### src/rtl/cp0_exc_unit.sv
// -----------------------------------------------------------------------------
// cp0_exc_unit
// Coprocessor-0 exception/interrupt unit sitting at the MEM stage. Holds the
// SR, Cause and EPC registers, serves mtc0/mfc0/eret, and raises the
// same-cycle flush/redirect request 'req' that every pipeline register obeys.
//
// Optional feature macro: CP0_PRID_EN (when defined, CP0 register 15 reads
// PRID_VAL; when undefined, register 15 reads 0 and no PRId logic exists).
//
// Ports:
//   clk          in   1   clock
//   reset        in   1   synchronous, active-high reset
//   en           in   1   mtc0 write enable
//   cp0_addr     in   5   CP0 register number (12 SR, 13 Cause, 14 EPC, 15 PRId)
//   cp0_wdata    in  32   mtc0 write data
//   cp0_rdata    out 32   mfc0 read data (combinational)
//   vpc          in  32   PC of the MEM-stage instruction
//   bd_in        in   1   MEM-stage instruction sits in a branch delay slot
//   exc_code_in  in   5   exception code from MEM, 0 = none
//   exl_clr      in   1   eret in MEM
//   hw_int       in   6   external interrupt lines
//   req          out  1   exception/interrupt taken this cycle (flush)
//   handler_pc   out 32   exception handler entry PC (constant)
//   epc_out      out 32   current EPC, the eret target
// -----------------------------------------------------------------------------
module cp0_exc_unit #(
   parameter logic [31:0] HANDLER_ADDR = 32'h0000_4180,
   parameter logic [31:0] PRID_VAL     = 32'h0000_0000
) (
   input  logic        clk,
   input  logic        reset,
   input  logic        en,
   input  logic [4:0]  cp0_addr,
   input  logic [31:0] cp0_wdata,
   output logic [31:0] cp0_rdata,
   input  logic [31:0] vpc,
   input  logic        bd_in,
   input  logic [4:0]  exc_code_in,
   input  logic        exl_clr,
   input  logic [5:0]  hw_int,
   output logic        req,
   output logic [31:0] handler_pc,
   output logic [31:0] epc_out
);

   localparam logic [4:0] ADDR_SR    = 5'd12;
   localparam logic [4:0] ADDR_CAUSE = 5'd13;
   localparam logic [4:0] ADDR_EPC   = 5'd14;
   localparam logic [4:0] ADDR_PRID  = 5'd15;

   // Architectural state
   logic [5:0]  r_sr_im;
   logic        r_sr_exl;
   logic        r_sr_ie;
   logic        r_cause_bd;
   logic [5:0]  r_cause_ip;
   logic [4:0]  r_cause_exc;
   logic [31:0] r_epc;

   logic        w_int_req;
   logic        w_exc_req;
   logic        w_req;
   logic [31:0] w_sr_word;
   logic [31:0] w_cause_word;
   logic [31:0] w_epc_next;

   // EXL masks both sources, so a handler is never re-entered.
   assign w_int_req = (|(hw_int & r_sr_im)) & r_sr_ie & ~r_sr_exl;
   assign w_exc_req = (exc_code_in != 5'd0) & ~r_sr_exl;
   assign w_req     = w_int_req | w_exc_req;

   // A delay-slot instruction restarts at its branch, one word earlier.
   assign w_epc_next = bd_in ? (vpc - 32'd4) : vpc;

   assign w_sr_word    = {16'd0, r_sr_im, 8'd0, r_sr_exl, r_sr_ie};
   assign w_cause_word = {r_cause_bd, 15'd0, r_cause_ip, 3'd0, r_cause_exc, 2'd0};

   assign req        = w_req;
   assign handler_pc = HANDLER_ADDR;
   assign epc_out    = r_epc;

   // CP0 register update: exception entry, mtc0 writes, eret and IP sampling.
   always_ff @(posedge clk) begin
      if (reset) begin
         r_sr_im     <= 6'd0;
         r_sr_exl    <= 1'b0;
         r_sr_ie     <= 1'b0;
         r_cause_bd  <= 1'b0;
         r_cause_ip  <= 6'd0;
         r_cause_exc <= 5'd0;
         r_epc       <= 32'd0;
      end else begin
         // IP is a live mirror of the interrupt lines, independent of req.
         r_cause_ip <= hw_int;
         if (w_req) begin
            // Exception entry swallows any mtc0/eret issued in this cycle.
            r_sr_exl    <= 1'b1;
            r_cause_exc <= w_int_req ? 5'd0 : exc_code_in;
            r_cause_bd  <= bd_in;
            r_epc       <= w_epc_next;
         end else begin
            if (en) begin
               case (cp0_addr)
                  ADDR_SR: begin
                     r_sr_im  <= cp0_wdata[15:10];
                     r_sr_exl <= cp0_wdata[1];
                     r_sr_ie  <= cp0_wdata[0];
                  end
                  ADDR_EPC: begin
                     r_epc <= cp0_wdata;
                  end
                  default: begin
                     // Cause, PRId and unimplemented registers are not writable.
                  end
               endcase
            end
            // Placed after the mtc0 decode so eret wins the EXL bit.
            if (exl_clr) begin
               r_sr_exl <= 1'b0;
            end
         end
      end
   end

`ifdef CP0_PRID_EN
   logic [31:0] w_prid_word;
   assign w_prid_word = PRID_VAL;
`else
   logic w_unused_prid;
   assign w_unused_prid = ^PRID_VAL;
`endif

   // mfc0 read mux; unimplemented registers read as zero.
   always_comb begin
      cp0_rdata = 32'd0;
      case (cp0_addr)
         ADDR_SR:    cp0_rdata = w_sr_word;
         ADDR_CAUSE: cp0_rdata = w_cause_word;
         ADDR_EPC:   cp0_rdata = r_epc;
`ifdef CP0_PRID_EN
         ADDR_PRID:  cp0_rdata = w_prid_word;
`else
         ADDR_PRID:  cp0_rdata = 32'd0;
`endif
         default:    cp0_rdata = 32'd0;
      endcase
   end

endmodule

### config.mk
export PLATFORM = sky130hd
export DESIGN_NAME = cp0_exc_unit
export DESIGN_NICKNAME = d
export VERILOG_FILES = /design/src/rtl/cp0_exc_unit.sv
export SDC_FILE = /design/constraint.sdc
export NUM_CORES = 1
export LEC_CHECK = 0
export CAP_MARGIN = 20
export CORE_ASPECT_RATIO = 0.8
export CORE_MARGIN = 4
export CORE_UTILIZATION = 25
export DETAILED_ROUTE_END_ITERATION = 10
export DONT_BUFFER_PORTS = 1
export PLACE_DENSITY = 0.42
export SLEW_MARGIN = 20
export SYNTH_ARGS = -nofsm -noshare
export SYNTH_HDL_FRONTEND = slang
export SYNTH_SLANG_ARGS = --single-unit
### constraint.sdc
create_clock -name clk -period 4.6 [get_ports clk]
set_input_delay 0.69 -clock clk [delete_from_list [all_inputs] [get_ports clk]]
set_output_delay 0.69 -clock clk [all_outputs]
set_load 0.02 [all_outputs]
==> reports/metrics.yaml <==
drc: 0
drive_above_1_share_pct: 6.95
fillers: 1663
cp.arrival_ns: 2.27
syn_avg_cell_area_um2: 8.28
met2_length_mm: 6.57
synth_edf_count: 0
clkTransAtPathRegs_ns: 0.07
required_ns: 3.91
grt_pass1_wl_mm: 22.7
max_slew_margin_pct: 29.9
cap_viol_max_count: 0
portBuffers: 0
synth_flop_cell: "dfxtp_1"
die_height_um: 120
grt_use_total_pct: 16.5
hpwl_mm: 11.3
wl_per_cell_um: 23.2
cts-root-buf: "clkbuf_16"
cts_buffers: 5
dp.cells: 649
rsz0062_at_grt: "no"
cts_resized: 0
power_leakage_nw: 1.47
fmax_mhz: 338
tns_ns: 0
period_needed_ns: 2.96
synthCells: 474
ys_warn_count: 0
status: "completed"
vias: 3709
multi_input_area_um2: 2540
p_per_area_nw_per_um2: 297
ioPinCount: 182
nets: 532
seq_area_um2: 1040
insertion_delay_ns: 0.30
cp_max_fo: 19
period_share_pct: 64.4
r2r_slack_ns: 2.14
antenna_cells: 0
yosysSeqAreaShare_pct: 26.5
hold_viol: 0
reg2regPathDepth: 4
tritoncts: "done"
setup.worst_path.start_class: "flop"
fp.dieW_um: 148
syn_to_final_growth_pct: 5.23
final_util_pct: 27.2
wl_met3_mm: 1.43
cts_buffer_depth: 2
grt_pass1_vias: 3480
synth_cell_type_count: 64
overflow: 0
hold_class: "in -> reg"
final_cells: 656
numClockSinks: 52
start_util_pct: 25.8
gp_congestion: 0.869
max-vdd-ir-drop_mv: 0.127
via_per_inst: 5.65
highest_layer: "met4"
setup_viol: 0
worst_setup_path_end_kind: "primary output"
drtAntennaViolNets: 0
grt_antenna_before_repair: 0
cts-hold-fix-buffers: 0
routed_wl_mm: 15.2
core-area_um2: 15200
synth-seq-cells: 52
first_iter_violations: 194
h-tree-depth: 2
wl_met1_mm: 7.05
fin_worst_skew_ns: 0.00692
grt_max_degree: 42
whs_path_depth: 1
placementRows: 40
die-area_um2: 17800
synthArstFlopShare_pct: 0
cts_setup_buffers: 0
worst_slew_pin_slew_ns: 1.05
drv_slew: 0
drtPass1Iterations: 6
synth_area_um2: 3930
crit_type: "reg -> out"
-- cells in the final DEF, fill, tap and decap left out, types with 14 or more instances in the layout --
cell type,count
conb_1,32
a21oi_1,14
a211oi_1,17
dfxtp_1,52
o31ai_1,28
nand3_1,15
nand4_1,33
nand2_1,26
mux2i_1,24
and3_1,19
-- final cells by class --
type,instances,share of cell area (%)
inverters,7,0.636
multi-input cells,370,61.5
flip-flops and latches,52,25.2
well taps,210,6.36
clock inverters,2,1.45
clock buffers,5,3.03
repair buffers,10,1.82
-- state kept, by name (all words and copies together) (netlist names) --
register and count:
epc_out 32, r_cause_bd 1, r_cause_exc 5, r_cause_ip 6
r_sr_exl 1, r_sr_ie 1, r_sr_im 6
-- kinds of logic (layout without fill, tap and decap cells) --
kind of cell             after synthesis  after routing  share of synthesized area (%)
buffers and inverters                 82             24                           11.7
adder cells (fa/ha/maj)                1              1                          0.319
flip-flops                            52             52                           26.5
AND/OR/NAND/NOR                      176            176                           28.1
other                                  2             32                          0.191
multiplexers                          24             24                           6.12
XOR/XNOR                               6              6                           1.34
AO/OA/AOI/OAI                        131            131                           25.7
-- worst paths after layout --
kind / start / end
setup / recovery: r_sr_exl / req
hold / removal: reset / r_cause_ip[2]
setup reg to reg: r_sr_im[4] / r_sr_im[4]
hold reg to reg: r_cause_exc[1] / r_cause_exc[1]
-- report_power, final --
group	internal, W	switching (W)
combinational	0.0000664	0.000122
clock	0.000309	0.000179
sequential	0.000484	0.0000677
total	0.000860	0.000369
-- metrics by stage --
| step | total power, W | hold slack [ns] | area, um^2 | setup slack, ns |
|---|---|---|---|---|
| after global placement | 0.000749 | 0.457 | 3950 | 1.72 |
| after floorplan | 0.000732 | 0.443 | 4040 | 1.96 |
| after global routing | 0.00129 | 0.442 | 4130 | 1.44 |
| after detailed placement | 0.000751 | 0.461 | 3950 | 1.70 |
| after CTS | 0.00125 | 0.435 | 4130 | 1.59 |
| final | 0.00123 | 0.458 | 4130 | 1.64 |
-- layer usage --
layer,vias to the layer above,track usage [%]
met5,-,0
met4,0,3.52
met3,13,6.00
met2,174,24.0
met1,1784,23.4
li1,1738,-
-- synthesized netlist by cell type, drive strengths merged, types with 2 or more instances --
cell type  number  area (um^2)
and3           19          119
or4            10         75.1
xor2            4         35.0
nand2          26         97.6
nor2b           8         50.1
inv             5         18.8
nand4b          2         17.5
a31oi          10         62.6
dfxtp          52         1040
clkinv          2         7.51
a41o           10          100
clkbuf         29          109
nor4            7         65.1
a311oi          2         17.5
nand4          35          231
xnor2           2         17.5
o41ai           2         17.5
nand3b          2         15.0
a22o           11         96.3
mux2i          24          240
or4b            3         30.0
conb            2         7.51
nor2           12         52.6
nor3b           2         20.0
a21o            2         15.0
o31a            6         52.6
a211oi         17          128
nor3           11         77.6
or3             8         50.1
or2             3         18.8
a2111oi         2         18.8
buf            46          324
o21ai          10         50.1
o311a           6         60.1
a21boi          2         15.0
o21a            4         30.0
nor4b           2         17.5
o31ai          29          223
nand3          15         75.1
and2            2         12.5
and4            6         52.6
a21oi          14         70.1
-- worst max-delay path: stages, from the launching register on --
cell,delay [ns]
dfxtp_1,0.50
clkinv_1,0.37
o311a_1,0.30
nor2_4,0.47
inv_2,0.31
Power figures use the tool's default switching activity.
